--- config.mk ---
export PLATFORM = sky130hd
export DESIGN_NAME = regfile_2r1w
export DESIGN_NICKNAME = d
export VERILOG_FILES = /design/src/rtl/regfile_pkg.sv /design/src/rtl/regfile_2r1w.sv
export SDC_FILE = /design/constraint.sdc
export NUM_CORES = 2
export LEC_CHECK = 0
export BUFFER_PORTS_ARGS = -buffer_cell sky130_fd_sc_hd__buf_2
export CAP_MARGIN = 30
export CORE_MARGIN = 8
export CORE_UTILIZATION = 35
export CTS_BUF_LIST = sky130_fd_sc_hd__clkbuf_4 sky130_fd_sc_hd__clkbuf_8
export CTS_CLUSTER_SIZE = 16
export DETAILED_ROUTE_END_ITERATION = 12
export HOLD_SLACK_MARGIN = 0.06
export PLACE_DENSITY = 0.6
export SLEW_MARGIN = 10
export SYNTH_ARGS = -nofsm -noshare
export SYNTH_HDL_FRONTEND = slang
export SYNTH_SLANG_ARGS = --single-unit
--- constraint.sdc ---
create_clock -name clk -period 39.5 [get_ports clk]
set_input_delay 1.975 -clock clk [delete_from_list [all_inputs] [get_ports clk]]
set_output_delay 1.975 -clock clk [all_outputs]
set_load 0.005 [all_outputs]
--- src/rtl/regfile_pkg.sv ---
// Shared constants for the MIPS general register file: default widths and
// the architecturally named registers used by the CPU and its bench.
package regfile_pkg;

    localparam int DATA_W_DEF = 32;
    localparam int ADDR_W_DEF = 5;
    localparam int NUM_REGS   = 2 ** ADDR_W_DEF;

    localparam logic [ADDR_W_DEF-1:0] REG_ZERO = 5'd0;
    localparam logic [ADDR_W_DEF-1:0] REG_AT   = 5'd1;
    localparam logic [ADDR_W_DEF-1:0] REG_SP   = 5'd29;
    localparam logic [ADDR_W_DEF-1:0] REG_RA   = 5'd31;

endpackage

--- src/rtl/regfile_2r1w.sv ---
// 32 x 32 MIPS register file: two combinational operand read ports (A/B) with
// optional same-cycle write forwarding, one write port, and a committed-state
// debug read port for the board display. r0 is hardwired to zero.
module regfile_2r1w
    import regfile_pkg::*;
#(
    parameter int DATA_W = DATA_W_DEF,
    parameter int ADDR_W = ADDR_W_DEF,
    parameter bit BYPASS = 1'b1
) (
    input  logic              clk,
    input  logic              rst,
    input  logic [ADDR_W-1:0] ra_addr,
    output logic [DATA_W-1:0] ra_data,
    input  logic [ADDR_W-1:0] rb_addr,
    output logic [DATA_W-1:0] rb_data,
    input  logic              we,
    input  logic [ADDR_W-1:0] wa_addr,
    input  logic [DATA_W-1:0] wa_data,
    input  logic [ADDR_W-1:0] dbg_addr,
    output logic [DATA_W-1:0] dbg_data,
    output logic [15:0]       wr_count
);

    localparam int DEPTH = 2 ** ADDR_W;
    localparam logic [ADDR_W-1:0] ZERO_ADDR = ADDR_W'(REG_ZERO);

    // Storage is reset as a whole, so it lives in flops rather than block RAM.
    logic [DATA_W-1:0] regs_reg [DEPTH];
    logic [15:0]       wr_count_reg;
    logic              commit;

    logic [DATA_W-1:0] ra_committed;
    logic [DATA_W-1:0] rb_committed;

    // A write only lands when it targets a real register; r0 writes vanish.
    assign commit = we && (wa_addr != ZERO_ADDR);

    // Forwarding test shared by both operand ports: the in-flight write is
    // visible early only when it will actually commit to the port's address.
    function automatic logic bypass_hit(input logic              w_en,
                                        input logic [ADDR_W-1:0] w_addr,
                                        input logic [ADDR_W-1:0] r_addr);
        return BYPASS && w_en && (w_addr != ZERO_ADDR) && (w_addr == r_addr);
    endfunction

    // Register array and write counter; reset clears everything and beats
    // any write presented on the same edge.
    always_ff @(posedge clk or posedge rst) begin
        if (rst) begin
            for (int i = 0; i < DEPTH; i++) begin
                regs_reg[i] <= '0;
            end
            wr_count_reg <= '0;
        end else if (commit) begin
            regs_reg[wa_addr] <= wa_data;
            wr_count_reg      <= wr_count_reg + 16'd1;
        end
    end

    // Committed values with the r0 rule applied on every port.
    assign ra_committed = (ra_addr  == ZERO_ADDR) ? '0 : regs_reg[ra_addr];
    assign rb_committed = (rb_addr  == ZERO_ADDR) ? '0 : regs_reg[rb_addr];
    assign dbg_data     = (dbg_addr == ZERO_ADDR) ? '0 : regs_reg[dbg_addr];

    // Operand A: committed value, or the pending write data when forwarding.
    always_comb begin
        ra_data = ra_committed;
        if (bypass_hit(we, wa_addr, ra_addr)) begin
            ra_data = wa_data;
        end
    end

    // Operand B: same forwarding rule as port A.
    always_comb begin
        rb_data = rb_committed;
        if (bypass_hit(we, wa_addr, rb_addr)) begin
            rb_data = wa_data;
        end
    end

    assign wr_count = wr_count_reg;

endmodule

==> flow_metrics.tcl <==
set metrics [dict create \
    synth_top_area_cell "dfrtp_1" \
    grt_pass1_vias 44379 \
    crit_arrival_ns 6.07 \
    syn_to_final_growth_pct 11.6 \
    grt_max_degree 160 \
    cp_max_fo 57 \
    crit_chain "buf_8 > buf_4 > buf_4 > mux2i_1 > a221oi_1 > a221oi_1 > o41ai_1 > buf_4 > buf_2" \
    status "completed" \
    track_usage_pct 23.3 \
    crit-reg2reg-capture "wr_count[15]" \
    ys.flop_type "dfrtp_1" \
    postCtsSetupRepairBufs 0 \
    p_per_area_mw_per_mm2 48.1 \
    clock_latency_ns 0.94 \
    hp-class "flop to flop" \
    cts.clk_slew.worst_paths_ns 0.06 \
    yosys-top-cells-area "dfrtp_1 41%, mux4_2 27%, mux2_2 18%, mux2i_1 3.2%, buf_2 1.6%" \
    crit_path_end_kind "output pin" \
    critPathKind "input pin to output pin" \
    ys_seq_elements 1040 \
    path_depth 9 \
    final.period_utilization_pct 20.4 \
    clk_path_buf_depth 3 \
    drive_above_1_share_pct 56.2 \
    syn_area_mm2 0.0635 \
    cts_resized 0 \
    fin_skew_ns 0.0110 \
    nets 4312 \
    leakage_nw 29.8 \
    drc 0 \
    drtIter0Drc 4896 \
    clkSinkCount 1040 \
    rsz0062_at_grt "false" \
    r2r_start "wr_count[4]" \
    syn_inst 4296 \
    grt_pass1_wl_um 337000 \
    worst_path_largest_cell_delay_ns 0.89 \
    hold_viol 0 \
    totalPowerFinal_mw 3.41 \
    die_area_mm2 0.195 \
    max_slew_margin_pct 25.1 \
    hpwl_um 138000 \
    numCtsBuffers 178 \
    ant_nets 0 \
    drt_pass1_iterations 6 \
    place.gp.congestion 0.844 \
    synth_nets 4352 \
    seq_area_frac_synth_pct 41.0 \
    cts_tree "yes" \
    htree_levels 4 \
    endpoint "rb_data[11]" \
    avgRoutedWirePerCell_um 34.5 \
    yosysWarnings 0 \
    grt-ovfl-total 0 \
    slowest_stage "buf_4" \
    cp_num_buf_inv 5 \
    dp_cells 6437 \
    whs_ns 0.415 \
    core_area_mm2 0.181 \
    drt-vias-per-instance 6.51 \
    ctsHoldBuffers 0 \
    vdd_drop_max_v 0.0000278 \
    reg2regPathDepth 5 \
    routed_wl_um 234000 \
    synth_top_area_share_pct 41.0 \
    min-delay-start "regs_reg[1011]" \
    yosysUniqueCellTypes 51 \
    reg2reg_slack_ns 37.83 \
    maxCapViolations 0 \
    crit_top_cell "buf_4" \
    crit_start "rb_addr[2]" \
    crit_family "buffers and inverters" \
    async_flop_share_pct 100 \
    antenna_found_initial 27 \
    io_buffers 166 \
    die_h_um 442 \
    setup_tns_ns 0 \
    fin_crit_ns 8.05 \
    synth-edff-count 0 \
    start_util_pct 35.2 \
    fmax_ghz 0.124 \
    syn_avg_cell_area_um2 14.8 \
    rows 156 \
    postLayoutCoreUtil_pct 39.3 \
    cts_root_buf "clkbuf_8" \
    worstPathRequired_ns 37.52 \
    stdcell_count 6780 \
    largest_reg_flops 1024 \
    slew_violations 0 \
    die-width_um 442 \
    tightestPinTransition_ns 1.11 \
    ioPinCount 167 \
    num_vias 44152 \
    crit_path_start_kind "input pin" \
    setup_viol 0 \
]
[power by group]
part	switching, mW	internal, mW
sequential	0.207	1.27
clock	0.480	0.608
combinational	0.346	0.501
total	1.03	2.38
[cell usage in the layout (no fill, tap or decap), types with 35 or more instances in the layout]
cell / count
mux2_2: 1043
dfrtp_1: 1040
mux4_2: 769
clkbuf_8: 232
mux2i_1: 202
nand2_1: 166
buf_2: 158
buf_4: 99
o22ai_1: 73
o21ai_0: 47
a32o_1: 47
clkbuf_4: 46
nand3_1: 43
nor2_1: 37
inv_1: 36
a21oi_1: 35
[kinds of logic (layout without fill, tap and decap cells)]
kind of cell | Yosys count | count (layout) | synth area share, %
xor gates and xnor gates | 25 | 25 | 0.345
and+or+nand+nor | 342 | 342 | 2.43
AOI/OAI and AO/OA | 324 | 324 | 3.60
DFF | 1040 | 1040 | 41.0
muxes | 2015 | 2015 | 49.0
adders and majority gates | 1 | 1 | 0.0197
other | 0 | 14 | 0
buffers and inverters | 549 | 649 | 3.68
[cells in the mapped netlist (5+ instances only)]
cell / instances
buf_2: 199
dfrtp_1: 1040
clkbuf_1: 219
a31oi_1: 15
a22o_1: 11
nand4_1: 13
nor2b_1: 12
nand3_1: 43
xnor2_1: 17
mux2i_1: 202
o21ai_0: 47
o41ai_1: 6
mux2_2: 1043
o22ai_1: 73
nor2_1: 53
o211ai_1: 29
a21oi_1: 35
a32o_1: 47
a211oi_1: 5
inv_1: 37
a22oi_1: 26
nand3b_1: 11
xor2_1: 8
nand2_1: 183
mux4_2: 769
buf_1: 85
buf_4: 8
a221oi_1: 21
[per-layer routing]
metal  vias to the layer above  GRT usage [%]  wire, um
met2                      2566           36.5    109000
met3                       729           5.87     20400
met4                         8           13.9     16100
li1                      16982              -         -
met1                     23867           29.3     88700
met5                         -              0        56
[through the flow]
stage | worst slack, ns | cell area [um^2]
after floorplan | 8.25 | 63500
after global placement | 31.22 | 66300
after detailed placement | 31.36 | 66600
after CTS | 31.36 | 70600
after global routing | 31.26 | 70900
final | 31.45 | 70900
[how the worst min path moves through the flow]
stage | endpoint | slack [ns] | depth (start not counted)
6_report | regs_reg[1011] | 0.41 | 0
5_1_grt | regs_reg[1011] | 0.43 | 0
4_1_cts | regs_reg[1004] | 0.42 | 0
3_5_place_dp | regs_reg[1004] | 0.40 | 0
3_3_place_gp | regs_reg[1001] | 0.40 | 0
2_1_floorplan | regs_reg[1000] | 0.46 | 1
[final cells by class]
cell class | count | area (um^2)
clock inverter | 42 | 405
clock buffer | 278 | 3540
antenna | 14 | 35.0
inverter | 38 | 150
tap | 2370 | 2970
timing repair buffer | 291 | 2280
fill | 16549 | 110000
multi-input combinational | 2707 | 35500
sequential | 1040 | 26000
Note: power is estimated with default switching activity, not from simulation.
